===== src/rtl/instr_fetch_mem.sv =====
// RAM-backed instruction store for the fetch stage: program load port plus a
// req/ready fetch handshake with RD_LAT wait cycles. Define IMEM_BOUNDS_CHECK_EN for fault checking.
module instr_fetch_mem #(
    parameter int DATA_W = 32,
    parameter int ADDR_W = 32,
    parameter int DEPTH  = 64,
    parameter int RD_LAT = 2
) (
    input  logic              clk,
    input  logic              reset,
    input  logic              req,
    input  logic [ADDR_W-1:0] address,
    output logic              ready,
    output logic [DATA_W-1:0] instr,
    output logic              instr_valid,
    output logic              fault,
    input  logic              ld_en,
    input  logic [ADDR_W-1:0] ld_addr,
    input  logic [DATA_W-1:0] ld_data
);

    localparam int IDX_W = $clog2(DEPTH);
    localparam int CNT_W = $clog2(RD_LAT + 1);

    typedef enum logic {S_IDLE, S_WAIT} state_t;

    state_t             state, state_n;
    logic [CNT_W-1:0]   cnt;
    logic [ADDR_W-1:0]  addr_q;
    logic               accept;
    logic               done;
    logic [IDX_W-1:0]   fetch_idx;
    logic [IDX_W-1:0]   ld_idx;
    logic               fetch_bad;
    logic               ld_bad;
    logic [DATA_W-1:0]  mem [DEPTH];

    assign fetch_idx = addr_q[IDX_W+1:2];
    assign ld_idx    = ld_addr[IDX_W+1:2];

`ifdef IMEM_BOUNDS_CHECK_EN
    assign fetch_bad = (addr_q[1:0] != 2'b00) || (|addr_q[ADDR_W-1:IDX_W+2]);
    assign ld_bad    = (ld_addr[1:0] != 2'b00) || (|ld_addr[ADDR_W-1:IDX_W+2]);
`else
    // Byte offset and upper bits are don't-care: indices wrap modulo DEPTH.
    logic unused_addr_bits;
    assign unused_addr_bits = ^{addr_q[1:0], addr_q[ADDR_W-1:IDX_W+2],
                                ld_addr[1:0], ld_addr[ADDR_W-1:IDX_W+2]};
    assign fetch_bad = 1'b0;
    assign ld_bad    = 1'b0;
`endif

    // Control FSM: state register
    always_ff @(posedge clk or posedge reset) begin
        if (reset) begin
            state <= S_IDLE;
        end else begin
            state <= state_n;
        end
    end

    always_comb begin
        state_n = state;
        accept  = 1'b0;
        done    = 1'b0;
        case (state)
            S_IDLE: begin
                if (req) begin
                    accept  = 1'b1;
                    state_n = S_WAIT;
                end
            end
            S_WAIT: begin
                if (cnt == '0) begin
                    done    = 1'b1;
                    state_n = S_IDLE;
                end
            end
            default: state_n = S_IDLE;
        endcase
    end

    assign ready = (state == S_IDLE);

    // Wait counter and registered fetch outputs
    always_ff @(posedge clk or posedge reset) begin
        if (reset) begin
            cnt         <= '0;
            instr       <= '0;
            instr_valid <= 1'b0;
            fault       <= 1'b0;
        end else begin
            instr_valid <= done;
            fault       <= done && fetch_bad;
            if (accept) begin
                cnt <= CNT_W'(RD_LAT - 1);
            end else if (state == S_WAIT && cnt != '0) begin
                cnt <= cnt - CNT_W'(1);
            end
            // Non-blocking read returns pre-edge contents on a same-edge load.
            if (done) begin
                instr <= fetch_bad ? '0 : mem[fetch_idx];
            end
        end
    end

    always_ff @(posedge clk) begin
        if (accept) begin
            addr_q <= address;
        end
    end

    always_ff @(posedge clk) begin
        if (ld_en && !ld_bad) begin
            mem[ld_idx] <= ld_data;
        end
    end

endmodule


===== config.mk =====
export PLATFORM = sky130hd
export DESIGN_NAME = instr_fetch_mem
export DESIGN_NICKNAME = d
export VERILOG_FILES = /design/src/rtl/instr_fetch_mem.sv
export SDC_FILE = /design/constraint.sdc
export NUM_CORES = 2
export LEC_CHECK = 0
export CORE_AREA = 2 2 340 477
export CTS_CLUSTER_SIZE = 24
export DETAILED_ROUTE_END_ITERATION = 10
export DIE_AREA = 0 0 342 479
export GPL_TIMING_DRIVEN = 1
export PLACE_DENSITY = 0.67
export SYNTH_ARGS = -nofsm -noshare
export SYNTH_HDL_FRONTEND = slang
export SYNTH_SLANG_ARGS = --single-unit
export TNS_END_PERCENT = 5

===== constraint.sdc =====
create_clock -name clk -period 6.05 [get_ports clk]
set_input_delay 0.605 -clock clk [delete_from_list [all_inputs] [get_ports clk]]
set_output_delay 0.605 -clock clk [all_outputs]
set_load 0.02 [all_outputs]

==> metrics list <==
- Across all layers, the routed design uses 37400 vias.
- At the later pin of the worst-skew pair, clock insertion delay measures about 0.79 ns.
* Clock tree from TritonCTS: done
- Hold wc startpoint: address[6]
- The die is approximately 340 um wide.
* Flop-to-flop setup slack: about 2.2 ns
- Final Skew: around 0.028 ns
- Timing would allow up to 261 MHz.
- The detailed router finished its first iteration with approximately 3900 violations.
- Wire segments on met2 add up to approximately 96000 um in the final route.
- At the worst endpoint, the arrival time is approximately 4.5 ns.
- In the final layout, flip-flops and latches occupy 62600 um2.
- Yosys top cell by area: edfxtp_1
- Port buffering added 81 buffers.
- For this run, the register share of the synthesized area comes to between 70% and 80%.
* Cell-by-cell listing of the critical path: inv_1, ha_1, nand2_2, inv_1, nand2_2, or3_1, a211oi_1, a221o_1
- For this block, the routed nets add up to 184000 um of wire.
* Total area of multi-input combinational cells: around 16000 um2
* Most common cell after layout, fill and taps aside: edfxtp_1
- Number of nets in the synthesized netlist: approximately 3700
- Hold repair after CTS inserted 0 buffers.
- Gates resized during post-CTS repair numbered 0.
* Peak fanout along the critical path: 34
- Once placement finished, the instance area stood at 83100 um2.
- Type of the worst setup path: reg -> reg
* Detailed-route wire length on metal 1: roughly 69000 um
* Util after Layout: between 50 and 60%
- Of all flip-flops after synthesis, the portion carrying an async set or reset was 1.72%.
* Cell at the root of the clock tree: clkbuf_16
- The worst setup path is captured at a flip-flop.
- The count of nets left with antenna violations once routing finished came out at 0.
* Dominant delay contributor by cell family on the critical path: simple AND/OR/NAND/NOR gates
- The number of different library cells used by synthesis comes to 39.
- Once detailed placement completed, the half-perimeter wirelength came to between 100000 and 150000 um.
* Number of antenna violations at the first check in global routing: 14
* Post-CTS setup buffers: 0
* Final number of hold-violating endpoints: 0
- The via count of the first global-routing pass is between 30000 and 40000.
* Final setup viols: 0
- For this run, the detailed router's first-pass iteration total came to 5.
* Uppermost layer routed: met5
- The layout has between 10000 and 15000 filler cells.
- Global routing used between 20 and 25% of the available tracks across all layers.
- IO Pins: approximately 140
- The number of pins exceeding their max-slew limit in the final report was 0.
- The die is 479 um tall.
* Commonest non-fill, non-tap cells in the layout: edfxtp_1, mux4_2, mux2i_1, clkbuf_16, a22oi_1
- Category of the worst setup path launch point: flip-flop
* Peak supply drop: 275 uV
- Using the TritonRoute via totals, the vias-per-cell ratio works out to around 6.2.
* Clock sink total: between 2000 and 2500
* Source of the critical timing path: cnt[0]$_DFFE_PP0P_
- The worst path in the final design needs a cycle of approximately 3.8 ns, including I/O delays and setup.
* Core Box Area: 160000 um2
* Initial core utilization: roughly half
- The H-tree was split into 4 levels.
- Worst hold path class: in -> reg
- After layout, the design draws a total of about 31000 uW.
- The synthesized design contains roughly 2000 enable-type register cells.
* Share of the synthesized area in the top cell type: a little under 80%
- After clock tree synthesis, the clock-pin slew on the worst setup and hold paths is approximately 0.060 ns.
- By area the synthesized netlist is led by edfxtp_1, mux4_2, mux2i_1.
- Num CTS Buffers: between 150 and 200
- Relative to the synthesized area, the layout overhead comes to 12.1%.
* Crit path setup slack, layout: between 2 and 2.5 ns
- After floorplanning, the core was divided into 174 placement rows.
- In the synthesized netlist, the number of instances is about 3600.
- The number of buffers and inverters on the critical path is 2.
* Final total negative setup slack: 0 ns
- In this run the deepest clock path goes through 3 buffers.
- P per Cell Area: about 350 nW/um2
- Routed wire per std cell: between 30 and 40 um
- Routability-driven placement finished with a final weighted congestion of slightly below 0.8.
- Global routing finished with a remaining overflow of 0.
- Static leakage power: about 0.028 uW
- The worst path uses between 60% and 70% of the clock period.
* Ys Warns: 0
* #FFs+latches synth: 2090
* # DRC: 0
* Cell at the slowest stage of the critical path: nand2_2
* Reg-to-Reg Start: cnt[0]$_DFFE_PP0P_
- Layout Cell Area excl Fill: roughly 89000 um2
* Maximum Capacitance Violations: 0
* Share of final-layout standard cells stronger than drive strength 1: between 20% and 30%
- Post-Syn Area: just under 80000 um2
- The first global-routing pass estimated approximately 260000 um of wire.
* Routed met3 length: about 14000 um
- Layout Nets: just under 4000
- Setup repair after global routing missed its margin: false
- Entering global routing, the biggest net connects around 130 pins.
* Post-place setup slack: 2.03 ns
- At the worst endpoint, the required time is about 6.8 ns.
- The most used flip-flop cell after synthesis is edfxtp_1.
- A synthesized cell averages 21.8 um2.
- Transition time at the pin with the least slew margin: about 1.3 ns
- The worst pin sits at a relative slew slack of 14.2%.
- The run finished with clean final reports.
- Worst path max stage delay: roughly 0.70 ns
- The floorplan step defined a die boundary enclosing roughly 160000 um2.
[cell families (layout without fill, tap and decap cells)]
group | count (synthesis) | count (layout) | synth area share (%)
flops | 2090 | 2090 | 78.8
fa+ha+maj | 1 | 1 | 0.0158
other cells | 1 | 6 | 0.00472
compound gates | 354 | 354 | 3.24
simple gates | 306 | 306 | 1.97
buf+inv | 218 | 520 | 1.40
mux | 673 | 673 | 14.5
[cells in the mapped netlist, types with 5 or more instances]
cell type  count
buf_2         84
a21oi_1       33
nor2b_1       39
a22oi_1      160
a211oi_1      62
buf_1          6
dfrtp_1       36
buf_4         19
o22ai_1       64
nand4_1       34
nand2_1       43
a221o_1       32
clkbuf_1      88
buf_6         16
mux4_2       384
inv_1          5
nand3_1       69
nor2_1        70
or3_1         33
edfxtp_1    2054
mux2i_1      288
[power breakdown]
| part | switching (uW) | internal (uW) | total [uW] |
|---|---|---|---|
| clock | 4960 | 6630 | 11600 |
| combinational | 1960 | 1320 | 3270 |
| sequential | 228 | 16100 | 16300 |
| total | 7140 | 24100 | 31200 |
[stage by stage]
step                      instances  hold WS, ns
after floorplan                3643        0.472
after global placement         5732        0.505
after detailed placement       5732        0.516
after CTS                      6057        0.335
after global routing           6058        0.363
final                          6062        0.384
[state kept, by name (all words and copies together) (netlist names)]
signal,flops
addr_q,6
instr,32
mem,2048
instr_valid,1
state,1
cnt,2
[final timing paths]
check,to,cells after the start
max,instr[30]$_DFFE_PP0P_,8
min,addr_q[6]$_DFFE_PP_,1
max reg2reg,instr[30]$_DFFE_PP0P_,8
min reg2reg,cnt[1]$_DFFE_PP0P_,2
max in group asynchronous,instr[30]$_DFFE_PP0P_,3
min in group asynchronous,instr[10]$_DFFE_PP0P_,3
[metal layers]
metal | vias to the layer above | GRT usage [%]
li1 | 15700 | -
met1 | 20000 | 29.4
met3 | 254 | 4.25
met5 | - | 0
met4 | 10 | 5.77
met2 | 1448 | 39.0
[layout make-up]
class | count | area share [%]
inverter | 5 | 0.0211
timing repair buffer | 190 | 1.81
tap | 2112 | 2.97
antenna | 5 | 0.0141
sequential | 2090 | 70.3
clock buffer | 224 | 5.38
multi-input combinational | 1335 | 18.2
clock inverter | 101 | 1.25
Power figures use the tool's default switching activity.
